**config.mk**
```make
export PLATFORM = sky130hd
export DESIGN_NAME = s_p
export DESIGN_NICKNAME = d
export VERILOG_FILES = /design/src/rtl/s_p.sv
export SDC_FILE = /design/constraint.sdc
export NUM_CORES = 1
export LEC_CHECK = 0
export ABC_AREA = 1
export CAP_MARGIN = 40
export CORE_MARGIN = 3
export CORE_UTILIZATION = 63
export CTS_CLUSTER_DIAMETER = 40
export DETAILED_ROUTE_END_ITERATION = 10
export GPL_ROUTABILITY_DRIVEN = 0
export HOLD_SLACK_MARGIN = 0.1
export PLACE_DENSITY = 0.83
export SLEW_MARGIN = 10
export SYNTH_ARGS = -nofsm -noshare
export SYNTH_HDL_FRONTEND = slang
export SYNTH_SLANG_ARGS = --single-unit
```
**constraint.sdc**
```tcl
create_clock -name clk -period 6.56 [get_ports clk]
set_input_delay 0.656 -clock clk [delete_from_list [all_inputs] [get_ports clk]]
set_output_delay 0.656 -clock clk [all_outputs]
set_load 0.05 [all_outputs]
```
**src/rtl/s_p.sv**
```systemverilog
// ---------------------------------------------------------------------------
// s_p -- serial-to-parallel buffer for a 16-point complex frame.
//
// Serial samples x[0]..x[15] are written into a 16-entry buffer in arrival
// order. Once a frame is complete, four parallel groups are presented on
// consecutive cycles: group g carries x[g], x[g+4], x[g+8], x[g+12].
//
// Optional build macro: S_P_PINGPONG_EN
//   defined   : two 16-entry banks; the next frame fills one bank while the
//               completed frame is read from the other, so in_ready stays 1.
//   undefined : single bank; input is back-pressured during the 4 READ cycles.
//
// Ports
//   clk            sole clock, rising edge
//   rst_n          asynchronous active-low reset
//   in_valid       serial sample present this cycle
//   data_in_re/im  serial complex sample (two's complement, WIDTH bits each)
//   in_ready       sample accepted when in_valid && in_ready
//   s_p_flag_out   one-cycle pulse after the 13th sample of a frame is stored
//   out_valid      parallel group valid
//   group_idx      index g (0..3) of the group presented
//   outK_re/im     x[g + 4*K], K = 0..3; held when out_valid is 0
// ---------------------------------------------------------------------------
module s_p #(
  parameter int WIDTH = 16
) (
  input  logic                    clk,
  input  logic                    rst_n,
  input  logic                    in_valid,
  input  logic signed [WIDTH-1:0] data_in_re,
  input  logic signed [WIDTH-1:0] data_in_im,
  output logic                    in_ready,
  output logic                    s_p_flag_out,
  output logic                    out_valid,
  output logic [1:0]              group_idx,
  output logic signed [WIDTH-1:0] out0_re,
  output logic signed [WIDTH-1:0] out0_im,
  output logic signed [WIDTH-1:0] out1_re,
  output logic signed [WIDTH-1:0] out1_im,
  output logic signed [WIDTH-1:0] out2_re,
  output logic signed [WIDTH-1:0] out2_im,
  output logic signed [WIDTH-1:0] out3_re,
  output logic signed [WIDTH-1:0] out3_im
);

`ifdef S_P_PINGPONG_EN
  localparam int DEPTH = 32;
`else
  localparam int DEPTH = 16;
`endif
  localparam int AW = $clog2(DEPTH);

  typedef enum logic [1:0] {
    ST_IDLE = 2'd0,
    ST_FILL = 2'd1,
    ST_READ = 2'd2
  } state_t;

  state_t                  state_q, state_d;
  logic [3:0]              wr_cnt_q, wr_cnt_d;
  logic                    flag_q, flag_d;
  logic                    out_valid_q, out_valid_d;
  logic [1:0]              group_q, group_d;
  logic signed [WIDTH-1:0] out_re_q [4];
  logic signed [WIDTH-1:0] out_re_d [4];
  logic signed [WIDTH-1:0] out_im_q [4];
  logic signed [WIDTH-1:0] out_im_d [4];

  // Sample storage; deliberately not reset.
  logic signed [WIDTH-1:0] mem_re_q [DEPTH];
  logic signed [WIDTH-1:0] mem_im_q [DEPTH];

  logic                    accept;
  logic                    frame_close;
  logic [AW-1:0]           wr_addr;

`ifdef S_P_PINGPONG_EN
  logic bank_q, bank_d;
  logic rd_bank;

  assign in_ready = 1'b1;

  always_comb begin
    wr_addr = {bank_q, wr_cnt_q};
    bank_d  = frame_close ? ~bank_q : bank_q;
    // On the edge that enters READ the bank pointer has not swapped yet, so
    // the completed frame is still bank_q; once in READ it is the other one.
    rd_bank = (state_q == ST_READ) ? ~bank_q : bank_q;
  end

  always_ff @(posedge clk or negedge rst_n) begin
    if (!rst_n) begin
      bank_q <= 1'b0;
    end else begin
      bank_q <= bank_d;
    end
  end
`else
  assign in_ready = (state_q != ST_READ);

  always_comb begin
    wr_addr = wr_cnt_q;
  end
`endif

  assign accept      = in_valid && in_ready;
  assign frame_close = accept && (wr_cnt_q == 4'd15);

  always_comb begin
    wr_cnt_d    = accept ? wr_cnt_q + 4'd1 : wr_cnt_q;
    flag_d      = accept && (wr_cnt_q == 4'd12);
    state_d     = state_q;
    out_valid_d = 1'b0;
    group_d     = group_q;
    out_re_d    = out_re_q;
    out_im_d    = out_im_q;

    case (state_q)
      ST_IDLE: if (accept)      state_d = ST_FILL;
      ST_FILL: if (frame_close) state_d = ST_READ;
      ST_READ: if (group_q == 2'd3) begin
        state_d = (wr_cnt_d != 4'd0) ? ST_FILL : ST_IDLE;
      end
      default: state_d = ST_IDLE;
    endcase

    // Output registers are loaded one edge ahead so that each READ cycle
    // presents its group directly from flops. group g, lane k is x[4k+g],
    // i.e. address {k, g} within the bank.
    if (state_d == ST_READ) begin
      out_valid_d = 1'b1;
      group_d     = (state_q == ST_READ) ? group_q + 2'd1 : 2'd0;
      for (int k = 0; k < 4; k++) begin
`ifdef S_P_PINGPONG_EN
        out_re_d[k] = mem_re_q[{rd_bank, 2'(k), group_d}];
        out_im_d[k] = mem_im_q[{rd_bank, 2'(k), group_d}];
`else
        out_re_d[k] = mem_re_q[{2'(k), group_d}];
        out_im_d[k] = mem_im_q[{2'(k), group_d}];
`endif
      end
    end
  end

  always_ff @(posedge clk or negedge rst_n) begin
    if (!rst_n) begin
      state_q     <= ST_IDLE;
      wr_cnt_q    <= 4'd0;
      flag_q      <= 1'b0;
      out_valid_q <= 1'b0;
      group_q     <= 2'd0;
      for (int k = 0; k < 4; k++) begin
        out_re_q[k] <= '0;
        out_im_q[k] <= '0;
      end
    end else begin
      state_q     <= state_d;
      wr_cnt_q    <= wr_cnt_d;
      flag_q      <= flag_d;
      out_valid_q <= out_valid_d;
      group_q     <= group_d;
      out_re_q    <= out_re_d;
      out_im_q    <= out_im_d;
    end
  end

  always_ff @(posedge clk) begin
    if (accept) begin
      mem_re_q[wr_addr] <= data_in_re;
      mem_im_q[wr_addr] <= data_in_im;
    end
  end

  assign s_p_flag_out = flag_q;
  assign out_valid    = out_valid_q;
  assign group_idx    = group_q;
  assign out0_re      = out_re_q[0];
  assign out0_im      = out_im_q[0];
  assign out1_re      = out_re_q[1];
  assign out1_im      = out_im_q[1];
  assign out2_re      = out_re_q[2];
  assign out2_im      = out_im_q[2];
  assign out3_re      = out_re_q[3];
  assign out3_im      = out_im_q[3];

endmodule

```
Word-level counts from Yosys, hierarchy flattened
Memory sizes are Yosys's and may differ from the RTL's. A register that Yosys moved wholly into a read port is not among the register bits.
Index checks and enable logic that the tools add are counted.
- $add $sub $neg: 2
- eq/ne operators: 7
- muxes and demuxes: 10
- reductions and logical operators: 13
- operators by type and width (operator ; number):
    4-bit equality test, second input constant ; 2
    1-bit zero test ; 8
    2-bit two-way mux ; 4
    2-bit equality test, second input constant ; 3
    2-bit case mux with 3 select lines ; 1
    4-bit by 1-bit adder with 4-bit output, second input constant ; 1
    1-bit two-way mux ; 4
    4-bit two-way mux ; 1
    4-bit nonzero test ; 1
    1-bit logical AND ; 3
    2-bit by 1-bit adder with 2-bit output, second input constant ; 1
    2-bit by 1-bit equality test with 1-bit output, second input constant ; 1
    2-bit zero test ; 1
    2-bit != test, second input constant ; 1
- flip-flop bits (word level): 10
- bits in writable memories: 512
- input bits: 35
- output and inout port bits: 133
- logic and storage cells: 39
- memories: 2
- memories (memory ; words ; bits a word ; rd ports ; clocked after Yosys merged registers in ; wr ports ; RTL line ; RTL):
    mem_im_q ; 16 ; 16 ; 4 ; 4 ; 1 ; 71 ; logic signed [WIDTH-1:0] mem_im_q [DEPTH];
    mem_re_q ; 16 ; 16 ; 4 ; 4 ; 1 ; 70 ; logic signed [WIDTH-1:0] mem_re_q [DEPTH];

Longest topological paths before layout
Gate-level depths: netlist (run 1).
- word-level depth: 9
- gate-level depth with buffers: 11
- gate-level depth less buffers: 9

Least setup slack after synthesis (run 1)
Ideal clock, no wire load.
- path type: flip-flop to flip-flop
- start: reg state_q[0]
- end: mem mem_im_q[12][0] (enable)
- library setup time: 0.422 ns
- arrival time: 2.489 ns
- data required time: 6.138 ns
- slack: 3.649 ns
- stages on the path, launching flop included: 7
- path buffers: 0
- period minus slack after synthesis: 2.911 ns
- cell sequence: dfrtp_1 inv_2 nand2_2 nand2_1 inv_1 nand2_1 nor2_1
- cells in the longest elaborated chain, start to end: 4
- RTL lines (item ; RTL line ; RTL):
    start, declared ; 59 ; state_t state_q, state_d;
    start signal, assigned ; 157 ; state_q <= state_d;
    2-bit != test ; 99 ; assign in_ready = (state_q != ST_READ);
    net in_ready ; 32 ; output logic in_ready,
    1-bit logical AND ; 106 ; assign accept = in_valid && in_ready;
    1-bit two-way mux ; 168 ; if (accept) begin
    1-bit two-way mux (implied by the code) ; 170 ; mem_im_q[wr_addr] <= data_in_im;
    end, declared ; 71 ;
The timed path passes the listed nets, and every way through them passes these cells.

Worst setup path in the final report (run 1)
- start: reg group_q[0], in the netlist group_idx[0]
- end: reg out_re_q (netlist bit out2_re[5]) (read register of mem_re_q)
- cells in the longest elaborated chain, start to end: 4
- elaborated cells on any way between the ends: 6
- those cells by class: 1 x add/sub; 2 x eq/ne; 3 x mux
- RTL lines (item ; RTL line ; RTL):
    start, declared ; 63 ; logic [1:0] group_q, group_d;
    start signal, assigned ; 161 ; group_q <= group_d;
    2-bit equality test ; 121 ; ST_READ: if (group_q == 2'd3) begin
    2-bit two-way mux ; 121 ;
    2-bit case mux with 3 select lines ; 118 ; case (state_q)
    2-bit equality test ; 130 ; if (state_d == ST_READ) begin
    end, declared ; 64 ; logic signed [WIDTH-1:0] out_re_q [4];
Several ways; a longest one is shown, not always the timed one.
A chain may end at the register's enable or synchronous reset.

==> run_results.csv, run 1 <==
group,metric,value,unit
finish,drive_gt1_share,7.83,%
status,status,"completed",
route,drcViolationCount,0,
clock_network,cts_buffers,75,
global_routing,antenna_found_initial,2,
floorplan,start_util,64.8,%
job,max-cap-violations,0,
pwr,vdd_drop_max,0.328,mV
timing,hold-worst-slack,108,ps
placement,dp_hpwl,34100,um
finish,nNetsFinal,2326,
finish,areaGrowthSynthToFinish,19.3,%
global_routing,track_usage,31.0,%
finish,stdcell_count,2868,
critical_path,reg2reg_depth,11,
floorplan,die_area,0.0427,mm2
floorplan,placement_rows,72,
logic_synthesis,synthArstFlopShare,21.2,%
logic_synthesis,seq_area_frac_synth,74.2,%
clock_network,clock-root-buffer,"clkbuf_16",
timing,hold_viol,0,
route,drt_wl_total,65000,um
logic_synthesis,yosysWarnings,0,
route,wl_per_cell,22.7,um
critical_path,cp_data_arrival_time,4560,ps
logic_synthesis,yosys.area.top_type,"edfxtp_1",
timing,period_needed,4060,ps
logic_synthesis,synthTopCellsByArea,"edfxtp_1 (61%), dfrtp_1 (14%), nand2_1 (8.0%)",
timing,fin_crit_sh,62.0,%
timing,fin_skew,25.5,ps
logic_synthesis,yosysMostFrequentCell,"nand2_1",
logic_synthesis,ys_top_cells_by_count,"nand2_1 (540), edfxtp_1 (512), nor2_1 (271), inv_1 (139), dfrtp_1 (138)",
timing,setup_viol,0,
logic_synthesis,synthCells,2137,
clock_network,ctsHtreeMaxLevel,3,
route,vias,17400,
timing,fin_setup_tns,0,ps
logic_synthesis,syn-cell-area,0.0254,mm2
route,via_per_inst,6.07,
logic_synthesis,avgSynthCellArea,11.9,um2
clock_network,cts_tree,"yes",
floorplan,die_y,207,um
global_routing,grt_pass1_wl,99400,um
clock_network,clkLatencyLatePin,620,ps
clock_network,postCtsHoldBufs,0,
floorplan,die_x,207,um
logic_synthesis,synth.distinct_cells,24,
critical_path,critPathLaunchType,"flop",
clock_network,clkSinkCount,650,
timing,fin_ws,2500,ps
logic_synthesis,synth_seq_cells,650,
global_routing,grt_pass1_vias,17500,
critical_path,required,7060,ps
logic_synthesis,synth_fp_nets,2177,
placement,io_buffers,167,
route,drt_iter0_drc,1972,
critical_path,crit_type,"flop to flop",
route,drt_pass1_iterations,5,
clock_network,post_cts_buffers,0,
timing,relSlewSlack,37.8,%
global_routing,grt_max_degree,163,
global_routing,gr-total-overflow,0,
floorplan,core,0.0392,mm2
placement,pre_cts_ws,2420,ps
pwr,total_leakage_power,12.3,nW
logic_synthesis,synthFlopType,"edfxtp_1",
pwr,p_per_area,418,mW/mm2
floorplan,pin_count,168,
logic_synthesis,synth_edf_count,512,
clock_network,cts_resized,0,
route,ant_nets,0,
clock_network,clockBufferDepth,3,
clock_network,clkSlewWorstSetupHoldPaths,60,ps
timing,fmax,0.246,GHz
timing,rsz0062_at_grt,"false",
placement,dp.cells,2727,
logic_synthesis,synth_top_area_share,60.6,%
timing,drv_slew,0,
critical_path,end_kind,"flop",
worst_hold_path,hold_class,"input port to asynchronous set/reset pin",
critical_path,worst-path-max-fanout,71,
timing,worstMarginPinSlew,930,ps
==> kinds of logic after synthesis <==
kind of cell	count (synthesis)	synth area share, %
and+or+nand+nor	954	14.9
DFF	650	74.2
buffers and inverters	269	4.30
AOI/OAI and AO/OA	259	6.39
adders and majority gates	5	0.246
==> per-layer routing <==
layer / part of all wire [%] / up-vias / GRT usage (%)
li1: - / 7610 / -
met1: 37 / 8523 / 41.7
met2: 49 / 1090 / 50.5
met3: 9.9 / 180 / 5.93
met4: 3.6 / 2 / 13.2
met5: 0.017 / - / 0
==> where the power goes <==
group | internal, mW | leakage, nW | switching, mW
sequential | 5.07 | 6.37 | 0.343
combinational | 0.874 | 4.69 | 2.13
clock | 2.50 | 1.25 | 1.75
==> flip-flops by register name, indices dropped and copies added (netlist names), 4 cells and up <==
signal and count:
out2_im 16, mem_im_q 256, wr_addr 4, out3_im 16
out1_im 16, out2_re 16, out3_re 16, out0_re 16
out0_im 16, out1_re 16, mem_re_q 256
==> final timing paths <==
path,startpoint,to,slack (ps)
min,rst_n,out3_re[15],110
min in group clk,out3_re[4],out3_re[4],500
max in group asynchronous,rst_n,out2_im[3],5300
max reg2reg,group_idx[0],out2_re[5],2500
min reg2reg,out3_re[4],out3_re[4],500
max,group_idx[0],out2_re[5],2500
==> area by class of cell <==
type | count | area (um2)
Antenna cell | 1 | 2.50
Clock buffer | 95 | 2030
Clock inverter | 45 | 529
Fill cell | 2136 | 8920
Inverter | 142 | 536
Multi-Input combinational cell | 1218 | 5610
Sequential cell | 650 | 18800
Tap cell | 518 | 648
Timing Repair Buffer | 199 | 2090
==> critical path: stages, from the launching register on <==
cell      delay, ps
dfrtp_4        1000
inv_1           240
nand2_4         560
buf_4           460
buf_16          320
buf_4           460
buf_16          320
nand2_1         140
o211ai_1        160
nand2_1         120
nand2_1          90
nand2_1          50
==> through the flow <==
step	area [um2]	util (%)	power, mW
final	30300	77.2	12.7
after global routing	30300	77.2	13.1
after CTS	30300	77.2	12.7
after detailed placement	27700	70.7	8.45
after global placement	27500	70.1	8.36
after floorplan	25400	-	7.23
==> placed cells by master, fill, tap and decap left out, types with 23 or more instances in the layout <==
cell and instances:
clkbuf_16 76, nor2_1 256, nand2_1 538, o211ai_1 129
buf_4 23, clkdlybuf4s50_1 166, inv_1 139, edfxtp_1 512
nand3_1 135, dfrtp_1 137, o21ai_0 126
(Power assumes the default switching activity.)
==> run 2, diff against run 1 <==
--- a/config.mk
+++ b/config.mk
@@ -8,12 +8,12 @@
 export ABC_AREA = 1
 export CAP_MARGIN = 40
 export CORE_MARGIN = 3
-export CORE_UTILIZATION = 63
+export CORE_UTILIZATION = 53
 export CTS_CLUSTER_DIAMETER = 40
 export DETAILED_ROUTE_END_ITERATION = 10
 export GPL_ROUTABILITY_DRIVEN = 0
 export HOLD_SLACK_MARGIN = 0.1
-export PLACE_DENSITY = 0.83
+export PLACE_DENSITY = 0.75
 export SLEW_MARGIN = 10
 export SYNTH_ARGS = -nofsm -noshare
 export SYNTH_HDL_FRONTEND = slang
==> constraint.sdc (replaced) <==
create_clock -name clk -period 3.4 [get_ports clk]
set_input_delay 0.34 -clock clk [delete_from_list [all_inputs] [get_ports clk]]
set_output_delay 0.34 -clock clk [all_outputs]
set_load 0.05 [all_outputs]
==> run 2 against run 1 <==
First-iteration DRC count is 1.0% lower. Cell count increased by 3.5%. Combinational power is 90% higher. Highest routed layer is now met4.
==> run_results.csv, run 2 (synthesis results as in run 1) <==
group,metric,value,unit
critical_path,end_kind,"flop",
global_routing,grt_pass1_vias,16400,
placement,dp_hpwl,33100,um
finish,stdcell_count,2967,
critical_path,cp_top_family,"buffers and inverters",
finish,areaGrowthSynthToFinish,20.7,%
critical_path,ff2ff_setup_slack,750,ps
clock_network,clkLatencyLatePin,600,ps
clock_network,cts_buffers,80,
timing,setup_viol,0,
timing,relSlewSlack,17.3,%
finish,num_antenna_cells,0,
timing,fmax,0.377,GHz
timing,drv_slew,0,
timing,fin_crit_sh,78.0,%
finish,layout_common_cells,"nand2_1 (538), edfxtp_1 (512), nor2_1 (256)",
timing,period_needed,2650,ps
finish,largest_registers,"mem_im_q x256, mem_re_q x256",
placement,placed_area,0.0279,mm2
critical_path,crit_slowest_cell,"buf_4",
global_routing,gr-total-overflow,0,
finish,fill_cells,3319,
critical_path,crit_buf_inv,2,
finish,drive_gt1_share,8.22,%
clock_network,clkSlewWorstSetupHoldPaths,50,ps
clock_network,clock-root-buffer,"clkbuf_16",
timing,fin_setup_tns,0,ps
pwr,p_per_area,804,mW/mm2
critical_path,crit_chain,"buf_4 -> buf_4 -> nor2_1 -> nor2_1 -> o21ai_0 -> nand2_1 -> nand2_1 -> nand2_1",
route,wl_per_cell,20.4,um
pwr,intPower,16.7,mW
floorplan,placement_rows,79,
route,drcViolationCount,0,
route,ant_nets,0,
clock_network,clkSinkCount,650,
placement,io_buffers,167,
pwr,switchingPower,7.93,mW
clock_network,cts_tree,"yes",
global_routing,track_usage,24.1,%
timing,fin_skew,19.5,ps
timing,worstMarginPinSlew,1240,ps
floorplan,die_x,225,um
global_routing,antenna_found_initial,0,
job,max-cap-violations,0,
critical_path,max_stage_delay,740,ps
critical_path,critPathLaunchType,"flop",
global_routing,grt_pass1_wl,93700,um
pwr,combPwrFrac,23.2,%
worst_hold_path,hold_class,"input port to asynchronous set/reset pin",
clock_network,ctsHtreeMaxLevel,3,
floorplan,die_y,225,um
pwr,vdd_drop_max,0.596,mV
floorplan,die_area,0.0506,mm2
floorplan,start_util,54.1,%
clock_network,clockBufferDepth,3,
route,vias,16500,
timing,hold_viol,0,
critical_path,worst-path-max-fanout,69,
critical_path,cp_data_arrival_time,3180,ps
global_routing,grt_max_degree,257,
critical_path,cpMostUsedCell,"nand2_1",
route,drt_wl_total,60500,um
route,via_per_inst,5.55,
critical_path,reg2reg_depth,8,
critical_path,required,3930,ps
route,drt_iter0_drc,1952,
placement,dp.cells,2816,
pwr,total_leakage_power,12.4,nW
floorplan,pin_count,168,
critical_path,regToRegEndpoint,"out1_re[15]",
pwr,p_seq_share,42.0,%
critical_path,crit_type,"flop to flop",
pwr,power.share.switching,32.2,%
critical_path,r2r_start,"group_idx[0]",
finish,fin_area,0.0306,mm2
route,drt_pass1_iterations,5,
clock_network,post_cts_buffers,0,
finish,mostFrequentLayoutCell,"nand2_1",
floorplan,core,0.0470,mm2
pwr,clkPwrFrac,34.8,%
timing,rsz0062_at_grt,"false",
finish,nNetsFinal,2332,
status,status,"completed",
-- run 2: timing repair --
| item | 4_1_cts | 5_1_grt |
|---|---|---|
| hold buffers | 1 | 0 |
| gates resized for setup | 0 | 0 |
| endpoints found under the hold margin | 71 | 0 |
-- run 2: cell type report --
cell class	count	area [um2]	share of cell area (%)
clock buffers	104	2290	7.48
clock inverters	46	469	1.53
inverters	142	536	1.75
multi-input cells	1218	5610	18.3
flip-flops and latches	650	18800	61.5
well taps	607	759	2.48
repair buffers	200	2130	6.96
-- run 2: how the worst max path moves through the flow --
stage	to	cells past startpoint	slack (ps)	from
floorplan	mem_im_q[12][0]	6	490	state_q[0]
global placement	mem_im_q[8][5]	6	740	in_valid
detailed placement	mem_im_q[8][7]	6	650	in_valid
CTS	out1_re[15]	8	750	group_idx[0]
global route	out2_re[1]	8	540	group_idx[0]
finish	out1_re[15]	8	750	group_idx[0]
-- run 2: routing by layer --
metal  track usage (%)  wire length, um  vias to the layer above  part of all wire [%]
met5                 0                0                        -                     0
met4              8.59             1520                        0                   2.5
met3              4.59             4820                      103                   8.0
met2              38.8            29300                      709                    48
met1              33.4            24900                     8048                    41
li1                  -                -                     7621                     -
-- run 2: per-stage QoR --
step / power (mW) / utilization (%) / setup WS [ps] / hold WS, ps
finish: 24.6 / 65.2 / 747 / 369
global route: 25.5 / 65.2 / 538 / 428
CTS: 24.8 / 65.2 / 750 / 388
detailed placement: 16.2 / 59.3 / 655 / 441
global placement: 16.1 / 59.3 / 744 / 425
floorplan: 13.9 / - / 489 / 44.4
-- run 2: power by group through the flow --
stage	combinational, mW	sequential (mW)	clock (mW)
detailed placement	5.74	10.5	0
finish	5.73	10.3	8.57
floorplan	1.28	12.7	0
global placement	5.65	10.4	0
CTS	5.78	10.3	8.68
global route	6.06	10.5	9.03
